[src/rtl/seq_ctrl_pkg.sv]
// Shared definitions for seq_controller: token-chain geometry helpers and FSM state encodings.
package seq_ctrl_pkg;

  localparam logic SeqIdleEnc = 1'b0;
  localparam logic SeqRunEnc  = 1'b1;

  typedef enum logic {
    StIdle = SeqIdleEnc,
    StRun  = SeqRunEnc
  } seq_state_e;

  // Token chain: capture[1..] positions, then the op window, then the valid slot.
  function automatic int unsigned token_len(int unsigned num_capture, int unsigned op_cycles);
    return num_capture + op_cycles;
  endfunction

  function automatic int unsigned op_start_idx(int unsigned num_capture);
    return num_capture - 1;
  endfunction

  function automatic int unsigned op_end_idx(int unsigned num_capture, int unsigned op_cycles);
    return num_capture + op_cycles - 2;
  endfunction

  function automatic int unsigned cnt_width(int unsigned op_cycles);
    return $clog2(op_cycles + 1);
  endfunction

endpackage

[src/rtl/seq_token_sr.sv]
// Serial-in shift register with synchronous active-low clear; carries one token per operation.
module seq_token_sr #(
  parameter int unsigned Len = 2
) (
  input  logic           clk_i,
  input  logic           clr_ni,
  input  logic           din_i,
  output logic [Len-1:0] q_o
);

  logic [Len-1:0] q_q, q_d;

  always_comb begin
    q_d = {q_q[Len-2:0], din_i};
  end

  always_ff @(posedge clk_i) begin
    if (!clr_ni) begin
      q_q <= '0;
    end else begin
      q_q <= q_d;
    end
  end

  assign q_o = q_q;

endmodule

[src/rtl/seq_controller.sv]
// Capture/operate/valid sequencer with ready/busy handshake and optional pipelined issue.
// Define SEQ_CONTROLLER_OVERRUN_EN to add the sticky overrun flag and its clear input.
module seq_controller
  import seq_ctrl_pkg::*;
#(
  parameter int unsigned NUM_CAPTURE = 3,
  parameter int unsigned OP_CYCLES   = 1,
  parameter int unsigned PIPELINED   = 0
) (
  input  logic                   clock,
  input  logic                   rst_n,
  input  logic                   start,
`ifdef SEQ_CONTROLLER_OVERRUN_EN
  input  logic                   overrun_clr,
  output logic                   overrun,
`endif
  output logic                   ready,
  output logic                   busy,
  output logic [NUM_CAPTURE-1:0] capture,
  output logic                   op,
  output logic                   valid
);

  localparam int unsigned Len     = token_len(NUM_CAPTURE, OP_CYCLES);
  localparam int unsigned OpStart = op_start_idx(NUM_CAPTURE);
  localparam int unsigned OpEnd   = op_end_idx(NUM_CAPTURE, OP_CYCLES);
  localparam int unsigned CntW    = cnt_width(OP_CYCLES);

  if (NUM_CAPTURE < 1) begin : g_bad_num_capture
    $error("seq_controller: NUM_CAPTURE must be >= 1");
  end
  if (OP_CYCLES < 1) begin : g_bad_op_cycles
    $error("seq_controller: OP_CYCLES must be >= 1");
  end
  if (PIPELINED > 1) begin : g_bad_pipelined
    $error("seq_controller: PIPELINED must be 0 or 1");
  end

  logic [Len-1:0] tok;
  logic           ready_int;
  logic           acc;

  // ready_int already folds in rst_n, so no accept can happen during reset.
  assign acc = start & ready_int;

  seq_token_sr #(
    .Len(Len)
  ) u_token_sr (
    .clk_i (clock),
    .clr_ni(rst_n),
    .din_i (acc),
    .q_o   (tok)
  );

  if (PIPELINED == 0) begin : g_fsm
    seq_state_e state_q, state_d;

    always_comb begin
      state_d = state_q;
      unique case (state_q)
        StIdle:  if (acc) state_d = StRun;
        StRun:   if (tok[Len-1]) state_d = StIdle;
        default: state_d = StIdle;
      endcase
    end

    always_ff @(posedge clock) begin
      if (!rst_n) begin
        state_q <= StIdle;
      end else begin
        state_q <= state_d;
      end
    end

    assign ready_int = rst_n & (state_q == StIdle);
  end else begin : g_pipe
    logic [CntW-1:0] cnt_q, cnt_d;

    // Spacing accepts by OP_CYCLES keeps successive op windows disjoint.
    always_comb begin
      cnt_d = cnt_q;
      if (acc) begin
        cnt_d = CntW'(OP_CYCLES - 1);
      end else if (cnt_q != '0) begin
        cnt_d = cnt_q - CntW'(1);
      end
    end

    always_ff @(posedge clock) begin
      if (!rst_n) begin
        cnt_q <= '0;
      end else begin
        cnt_q <= cnt_d;
      end
    end

    assign ready_int = rst_n & (cnt_q == '0);
  end

  assign ready      = ready_int;
  assign busy       = rst_n & (|tok);
  assign op         = rst_n & (|tok[OpEnd:OpStart]);
  assign valid      = rst_n & tok[Len-1];
  assign capture[0] = acc;

  if (NUM_CAPTURE > 1) begin : g_capture_hi
    assign capture[NUM_CAPTURE-1:1] = {(NUM_CAPTURE - 1){rst_n}} & tok[NUM_CAPTURE-2:0];
  end

`ifdef SEQ_CONTROLLER_OVERRUN_EN
  logic overrun_q, overrun_d;

  // Set takes priority over a same-cycle clear.
  always_comb begin
    overrun_d = (start & ~ready_int) | (overrun_q & ~overrun_clr);
  end

  always_ff @(posedge clock) begin
    if (!rst_n) begin
      overrun_q <= 1'b0;
    end else begin
      overrun_q <= overrun_d;
    end
  end

  assign overrun = rst_n & overrun_q;
`else
  // Starts dropped while not ready are ignored without any indication.
`endif

endmodule
[config.mk]
export PLATFORM = sky130hd
export DESIGN_NAME = seq_controller
export DESIGN_NICKNAME = d
export VERILOG_FILES = /design/src/rtl/seq_ctrl_pkg.sv /design/src/rtl/seq_token_sr.sv /design/src/rtl/seq_controller.sv
export SDC_FILE = /design/constraint.sdc
export NUM_CORES = 1
export LEC_CHECK = 0
export BUFFER_PORTS_ARGS = -buffer_cell sky130_fd_sc_hd__buf_2
export CORE_AREA = 3 3 40 42
export CTS_CLUSTER_DIAMETER = 30
export CTS_CLUSTER_SIZE = 24
export DETAILED_ROUTE_END_ITERATION = 8
export DIE_AREA = 0 0 43 45
export GPL_ROUTABILITY_DRIVEN = 0
export SKIP_LAST_GASP = 1
export SLEW_MARGIN = 20
export SYNTH_ARGS = -nofsm -noshare
export SYNTH_HDL_FRONTEND = slang
export SYNTH_SLANG_ARGS = --single-unit
[constraint.sdc]
create_clock -name clock -period 1.3 [get_ports clock]
set_clock_uncertainty 0.2 [all_clocks]
set_input_delay 0.065 -clock clock [delete_from_list [all_inputs] [get_ports clock]]
set_output_delay 0.065 -clock clock [all_outputs]
set_load 0.05 [all_outputs]
==> impl_results.md, run 1 <==
- Fin. max-slew vios: 0
- Dominant cells by area after synthesis: dfxtp_1 47%, and2_2 25%, and2_1 5.8%, nand2b_1 5.8%, o41a_1 5.3%
- Starting Density: roughly 17%
- Slowest stage cell, crit path: o41a_1
- # diodes: 0
- CTS Buf Count: 3
- Critical path's largest stage delay: between 0.4 and 0.5 ns
- Post-Synthesis Cells: 20
- Reg power frac: 38.5%
- Setup TNS Final: -0.130 ns
- Tcrit/Tclk final: 108%
- # nets final: 39
- Final setup violation count: 2
- Largest family of logic cells by synthesized area: simple AND/OR/NAND/NOR gates
- Ordered list of cells on the worst path: o41a_1 -> buf_6
- Number of global-route vias before repair: 196
- Die Y: 45 um
- Fin util: between 20% and 30%
- Worst-path fanout max: 3
- Int Pwr: 316 uW
- DR vias/cell: around 3.5
- Gate power share: approximately 20%
- Chip width: about 43 um
- DR iter-0 viols: 3
- Routed WL: 445 um
- Clk buf depth: 2
- FP Rows: 13
- FF+latch count, synth: 5
- Hold_ws: between 0.07 and 0.08 ns
- Root buffer cell: clkbuf_4
- First-pass GRT wire length: 841 um
- Static leakage: 0.165 nW
- Mux contribution to synthesized area: 0%
- Hold Vio Cnt, Final: 0
- ANT nets after route: 0
- Post-synthesis xor/xnor area fraction: 0%
- Total gr overflow: 0
- Worst Tran Pin Value: 0.251 ns
- Synth top cells by count: 7 x and2_2, 5 x dfxtp_1, 2 x and2_1, 2 x nand2b_1
- Top_reg_cell synth: dfxtp_1
- FMAX: 712 MHz
- Synth Area in Adders: 0%
- Mean Syn Cell Area: ~11 um2
- Req. time, crit path: slightly above 1 ns
- Worst Path Arrival: around 1.1 ns
- Total track usage: 6.68%
- FFs w/ async S/R, synth: 0%
- Peak supply drop: ~510 uV
- Switching pwr: between 100 and 150 uW
- WL/cell: about 8.9 um
- Area growth syn-to-layout: 62.0%
- Crit Path Category: reg2out
- Clock tree sinks: 5
- Sw Ratio: approximately a quarter
- Syn Nets: 23
- Largest net degree at the start of global routing: 8
- Initial antenna violation count: 0
- Slew headroom: a little over four fifths
- RSZ-0062 raised after global routing: true
- Final period demand of the worst path: 1.40 ns
- CP Launch Type: flip-flop
- Worst-skew pair later-pin latency: around 0.24 ns
- Die footprint: 1940 um2
- Core ar.: about 1300 um2
- Max Cap Violations: 0
- # H-tree levels: 1
- Register area share after synthesis: 46.8%
- Type of the most critical hold path: in2reg
- Final worst-path setup slack: -0.104 ns
- Vias: around 180
- Status: finished with violations
- Design area: between 300 and 400 um2
- FILL cells: approximately 140
- Most common cell in the synthesized netlist: and2_2
- Cell Area, Placed: between 200 and 300 um2
- Synthesized area: between 200 and 250 um2
- I/O Pins: 10
- Yosys top cell by area: dfxtp_1
- Drc violations: 0
- Share of cells above drive strength 1: between 60 and 70%
- Failing checks: setup timing
- Pre-antenna DRT Iters: 4
- Clk pwr share: between 40% and 50%
- Clock transition at path regs: around 0.040 ns
- Crit path max-delay family: compound AO/OA/AOI/OAI gates
- Post-synth EDFFs: 0
- Synth Area in Simple Gates: between 40% and 50%
- Syn. warnings: 0
- Port Buffers: 9
- PD cells: roughly 1200 nW/um2
- CP endpoint kind: primary output
- CTS tree: built
- Netlist cell types: 8
- Worst path bufs/invs: 1
- Compound-Gate Fraction of Synth Area: 8.77%
- Top cell type's share of synthesized area: a little under half
[cells in the final DEF, fill, tap and decap left out, drive strengths merged]
cell type,netlist,routed
buf,1,10
dlygate4sd3,0,2
dfxtp,5,5
nand2b,2,2
clkbuf,0,4
and2b,1,1
a21boi,1,1
o41a,1,1
and2,9,9
[routing by layer]
metal  vias to the layer above  part of all wire [%]  track usage (%)
met1                        73                    52             7.28
met4                         0                     0             5.42
met3                         0                    13             6.37
li1                         92                     -                -
met5                         -                     0                0
met2                        10                    35             7.49
[state kept, by name (all words and copies together) (netlist names)]
signal          count
u_token_sr.q_o      4
g_fsm.state_q       1
[worst register-to-register path, delay by kind of cell (launching register included)]
| kind | cells | cell delay, ns |
|---|---|---|
| buffers and inverters | 1 | 0.12 |
| DFF | 1 | 0.31 |
| and+or+nand+nor | 1 | 0.13 |
| AOI/OAI and AO/OA | 1 | 0.13 |
[cells by family (layout without fill, tap and decap cells)]
family / after synthesis / count (layout)
buf+inv: 1 / 16
simple gates: 12 / 12
compound gates: 2 / 2
flops: 5 / 5
[layout make-up]
cell class              instances  area (um2)  share of cell area, %
flip-flops and latches          5         101                   29.2
well taps                      15        18.8                   5.42
multi-input cells              14         109                   31.4
repair buffers                 12        91.3                   26.4
clock buffers                   4        26.3                   7.58
[worst paths after layout]
path / cells past startpoint / start / slack, ns / end
max: 2 / u_token_sr.q_o[3] / -0.10 / busy
min: 3 / rst_n / 0.08 / u_token_sr.q_o[0]
max reg2reg: 3 / g_fsm.state_q / 0.34 / g_fsm.state_q
min reg2reg: 1 / u_token_sr.q_o[0] / 0.30 / u_token_sr.q_o[1]
[power groups by stage]
stage	sequential [mW]	clock, mW	combinational [mW]
3_5_place_dp	0.168	0	0.0674
2_1_floorplan	0.167	0	0.0548
6_report	0.166	0.177	0.0872
3_3_place_gp	0.168	0	0.0671
4_1_cts	0.166	0.187	0.0879
5_1_grt	0.167	0.201	0.0931
[through the flow]
step	instances	total power, mW	setup slack, ns
6_report	50	0.430	-0.104
3_3_place_gp	43	0.235	0.124
5_1_grt	50	0.460	-0.153
4_1_cts	50	0.441	-0.115
2_1_floorplan	20	0.221	0.0655
3_5_place_dp	43	0.236	0.121
[repair_timing]
item,CTS,global route
setup buffers,1,0
hold buffers,2,0
endpoints found under the hold margin,5,0
gates resized for setup,8,0
setup endpoints to repair,3,2
pin swaps,1,0
Note: power is estimated with default switching activity, not from simulation.
==> run 2, diff against run 1 <==
Settings changed: ABC_AREA from default to 1.
==> impl_results.md, run 2 <==
- Routed WL: between 300 and 400 um
- Number of global-route vias before repair: between 150 and 200
- Slowest stage cell, crit path: dlygate4sd3_1
- Starting Density: ~15%
- Dominant cells by area after synthesis: dfxtp_1 51%, inv_1 17%, nand2_1 11%, nor2_1 5.7%, buf_4 3.8%
- Most common cell in the synthesized netlist: inv_1
- Total gr overflow: 0
- Chip width: ~43 um
- Slew headroom: between 80% and 90%
- Final setup violation count: 0
- DR iter-0 viols: 1
- Crit Path Category: reg2reg
- Failing checks: hold timing
- Die Y: 45 um
- FMAX: approximately 800 MHz
- Hold-fix buffers, CTS: 4
- Reg power frac: 39.5%
- Final HPWL DP: 300 um
- First-pass GRT wire length: approximately 700 um
- Commonest non-fill, non-tap cell in the layout: inv_1
- Int Pwr: about 300 uW
- FFs w/ async S/R, synth: 0%
- Vias: about 190
- Synthesized area: between 150 and 200 um2
- Worst-skew pair later-pin latency: 0.24 ns
- Worst slack, placed: 0.238 ns
- CP endpoint kind: flip-flop
- Req. time, crit path: ~1.2 ns
- Pre-antenna DRT Iters: 2
- Worst Tran Pin Value: around 0.25 ns
- ANT nets after route: 0
- Gate power share: about a fifth
- Number of flip-flops in the largest register: 4
- Peak supply drop: between 400 and 500 uV
- Clk buf depth: 2
- FF-to-FF path depth: 3
- PD cells: between 1000 and 1500 nW/um2
- FF+latch count, synth: 5
- Sw Ratio: around 29%
- Syn. warnings: 0
- Drc violations: 0
- Synth top cells by count: 9 x inv_1, 6 x nand2_1, 5 x dfxtp_1, 3 x nor2_1
- Sequential cell area: ~100 um2
- Clock tree sinks: 5
- Port Buffers: 9
- Switching pwr: 123 uW
- Initial antenna violation count: 0
- # nets final: between 40 and 50
- Final period demand of the worst path: 1.26 ns
- # diodes: 0
- Post-synth EDFFs: 0
- Multi-input gate area: about 60 um2
- Type of the most critical hold path: in2reg
- Tcrit/Tclk final: a little over nine tenths
- Post-Synthesis Cells: 28
- Hold_ws: -0.0918 ns
- Post-CTS setup buffer count: 0
- Share of cells above drive strength 1: between 30% and 40%
- Largest net degree at the start of global routing: 6
- Clk pwr share: 41.8%
- Core ar.: ~1300 um2
- Fin. max-slew vios: 0
- Critical path's largest stage delay: between 0.5 and 0.6 ns
- Ordered list of cells on the worst path: nand2_1 -> dlygate4sd3_1 -> inv_1
- # H-tree levels: 1
- Root buffer cell: clkbuf_4
- WL/cell: 6.40 um
- Die footprint: 1940 um2
- Max Cap Violations: 0
- Hold Vio Cnt, Final: 2
- FP Rows: 13
- Final worst-path setup slack: 0.0430 ns
- Register area share after synthesis: between 50% and 60%
- Worst-path fanout max: 2
- Netlist cell types: 9
- Static leakage: between 0.2 and 0.25 nW
- FILL cells: 146
- CTS tree: built
- Status: finished with violations
- CTS Buf Count: 3
- Clock transition at path regs: about 0.04 ns
- DR vias/cell: around 3.3
- Total track usage: around 5.7%
- Top cell type's share of synthesized area: roughly half
- Mean Syn Cell Area: between 7 and 8 um2
- Worst path bufs/invs: 2
- Yosys top cell by area: dfxtp_1
- Worst Path Arrival: around 1.2 ns
- Syn Nets: 31
- Top_reg_cell synth: dfxtp_1
- Hold Crit Depth: 3
- WP depth: 3
- Most frequent cells in the layout: 9 x inv_1, 7 x buf_2, 6 x nand2_1
- Area growth syn-to-layout: 61.1%
- CP Launch Type: flip-flop
- I/O Pins: 10
- Crit path max-delay family: buffers and inverters
## run 2: changes by cell type in the layout (fill, tap and decap cells not counted), sizes merged
cell	change
o41a	-1
and2	-9
nand2	+7
nand2b	-2
a21boi	-1
and2b	-1
a21oi	+1
buf	-1
nor2	+4
inv	+10
## run 2: area by class of cell
cell class | count | area share, %
Multi-Input combinational cell | 12 | 19.0
Timing Repair Buffer | 11 | 23.3
Inverter | 10 | 11.9
Clock buffer | 4 | 8.30
Tap cell | 15 | 5.93
Sequential cell | 5 | 31.6
## run 2: path summary, 6_finish.rpt
kind / from / end / slack, ns
max: u_token_sr.q_o[1] / u_token_sr.q_o[2] / 0.04
min: rst_n / u_token_sr.q_o[1] / -0.09
min reg2reg: u_token_sr.q_o[0] / u_token_sr.q_o[1] / 0.26
max reg2reg: u_token_sr.q_o[1] / u_token_sr.q_o[2] / 0.04
## run 2: routing by layer
metal	routed length [um]	up-vias	GRT usage [%]
li1	-	105	-
met1	177	74	5.56
met2	133	7	6.89
met3	54	0	5.18
met4	0	0	5.42
met5	0	-	0
## run 2: tightest hold or removal path, cell delays in order
cell and delay (ns):
buf_2 0.13, nand2_1 0.08, inv_1 0.05
## run 2: metrics by stage
step           utilization [%]  std cells  cell area, um2  setup TNS, ns  total power, mW
6_report                  24.6         57             317              0            0.425
3_3_place_gp              20.4         51             262              0            0.243
5_1_grt                   24.6         57             317       -0.00121            0.450
4_1_cts                   25.7         59             330              0            0.436
2_1_floorplan                -         28             205              0            0.229
3_5_place_dp              20.4         51             262              0            0.244
## run 2: power groups by stage
stage / Clock (mW) / Sequential (mW) / Combinational (mW)
after floorplan: 0 / 0.170 / 0.0592
after global placement: 0 / 0.171 / 0.0728
after detailed placement: 0 / 0.171 / 0.0733
after CTS: 0.187 / 0.168 / 0.0807
after global routing: 0.193 / 0.169 / 0.0871
final: 0.178 / 0.168 / 0.0798
## run 2: repair_timing
item / CTS / global route
gates resized for setup: 1 / 3
setup endpoints to repair: 1 / 4
endpoints found under the hold margin: 5 / 2
cloned: 0 / 0
pin swaps: 0 / 0
## run 2: logic make-up (layout without fill, tap and decap cells)
group	count (synthesis)	in the layout	synth area share, %
compound gates	1	1	2.55
flops	5	5	51.0
buf+inv	11	25	22.9
simple gates	11	11	23.6
==> run 3, diff against run 2 <==
==> constraint.sdc (replaced) <==
create_clock -name clock -period 1.3 [get_ports clock]
set_clock_uncertainty 0.2 [all_clocks]
set_input_delay 0 -clock clock [delete_from_list [all_inputs] [get_ports clock]]
set_output_delay 0 -clock clock [all_outputs]
set_load 0.05 [all_outputs]
==> impl_results.md, run 3 (same netlist as run 2, synthesis figures left out) <==
- Static leakage: approximately 0.22 nW
- # nets final: 46
- Final period demand of the worst path: between 1 and 1.5 ns
- Sequential cell area: about 100 um2
- Clk buf depth: 2
- Clock tree sinks: 5
- Final worst-path setup slack: around 0.043 ns
- Worst Tran Pin Value: between 0.2 and 0.25 ns
- Fin. max-slew vios: 0
- DR vias/cell: roughly 3.3
- Number of global-route vias before repair: around 180
- Hold-fix buffers, CTS: 4
- CTS tree: built
- Root buffer cell: clkbuf_4
- FMAX: just under 800 MHz
- Commonest non-fill, non-tap cell in the layout: inv_1
- Total gr overflow: 0
- Reg power frac: approximately 40%
- First-pass GRT wire length: about 700 um
- Number of flip-flops in the largest register: 4
- Met2 wire len: 133 um
- Final HPWL DP: about 300 um
- Chip width: between 40 and 50 um
- I/O Pins: 10
- Top Metal Used: met3
- RSZ-0062 raised after global routing: false
- Final cell count without fillers: 57
- Status: finished with violations
- Post-CTS setup buffer count: 0
- Placed insts: slightly above 50
- CP endpoint kind: flip-flop
- Worst Path Arrival: 1.19 ns
- Clock transition at path regs: approximately 0.04 ns
- DR iter-0 viols: 1
- Largest net degree at the start of global routing: 6
- Area growth syn-to-layout: 58.0%
- Failing checks: hold timing
- Switching pwr: ~120 uW
- Power Total: roughly 420 uW
- Die footprint: 1940 um2
- # diodes: 0
- Tcrit/Tclk final: between 90% and 100%
- Worst-path fanout max: 2
- FILL cells: about 150
- Final setup violation count: 0
- Share of cells above drive strength 1: approximately two fifths
- Port Buffers: 9
- Type of the most critical hold path: in2reg
- Vias: 186
- CTS Buf Count: 3
- Req. time, crit path: 1.24 ns
- Most frequent cells in the layout: 9 x inv_1, 8 x buf_2, 6 x nand2_1
- Core ar.: about 1300 um2
- Setup TNS Final: 0 ns
- PD cells: about 1400 nW/um2
- Hold Vio Cnt, Final: 4
- # H-tree levels: 1
- Die Y: 45 um
- Initial antenna violation count: 0
- Gate power share: 18.1%
- Total track usage: under 10%
- FP Rows: 13
- Met3 Wirelength: between 50 and 60 um
- WL/cell: between 6 and 7 um
- Worst-skew pair later-pin latency: around 0.24 ns
- Max Cap Violations: 0
- Pre-antenna DRT Iters: 2
- Crit Path Category: reg2reg
- Routed WL: 367 um
- Sw Ratio: between 20% and 30%
- Slew headroom: a little over four fifths
- ANT nets after route: 0
- Clk pwr share: 42.1%
- Peak supply drop: roughly 420 uV
- Starting Density: between 10% and 20%
- Drc violations: 0
- DRT met1 WL: ~180 um
- Worst slack, placed: just over 0.3 ns
- CP Launch Type: flip-flop
- Multi-input gate area: approximately 60 um2
- Reg-to-reg setup timing slack: 0.04 ns
- Int Pwr: between 200 and 300 uW
- Hold_ws: -0.156 ns
[run 3: metrics by stage]
step	utilization (%)	area, um2
after floorplan	-	205
after global placement	20.4	262
after detailed placement	20.4	262
after CTS	25.5	328
after global routing	24.1	310
final	24.1	310
[run 3: final timing paths]
check / start / end / cells past startpoint
worst max-delay path: u_token_sr.q_o[1] / u_token_sr.q_o[2] / 3
worst min-delay path: rst_n / u_token_sr.q_o[1] / 3
worst max register to register: u_token_sr.q_o[1] / u_token_sr.q_o[2] / 3
worst min register to register: u_token_sr.q_o[0] / u_token_sr.q_o[1] / 2
[run 3: timing repair]
item                                   CTS  global route
gates resized for setup                  0             1
endpoints found under the hold margin    5             2
setup endpoints to repair                0             3
[run 3: area by class of cell]
| cell class | count | share of cell area [%] |
|---|---|---|
| clock buffer | 4 | 8.47 |
| timing repair buffer | 11 | 21.8 |
| tap | 15 | 6.05 |
| sequential | 5 | 32.3 |
| multi-input combinational | 12 | 19.4 |
| inverter | 10 | 12.1 |
[run 3: worst max-delay path, stage by stage, from the launching register on]
cell	delay, ns
dfxtp_1	0.30
nand2_1	0.07
dlygate4sd3_1	0.54
inv_1	0.04
[run 3: per-layer routing]
layer / vias to the layer above / global-route usage (%)
met5: - / 0
met4: 0 / 5.42
met3: 0 / 5.18
met2: 7 / 6.89
met1: 74 / 5.56
li1: 105 / -
[run 3: power groups by stage]
stage	clock network (mW)	logic (mW)	registers, mW
after floorplan	0	0.0592	0.170
after global placement	0	0.0728	0.171
after detailed placement	0	0.0733	0.171
after CTS	0.187	0.0794	0.168
after global routing	0.193	0.0837	0.169
final	0.178	0.0764	0.168
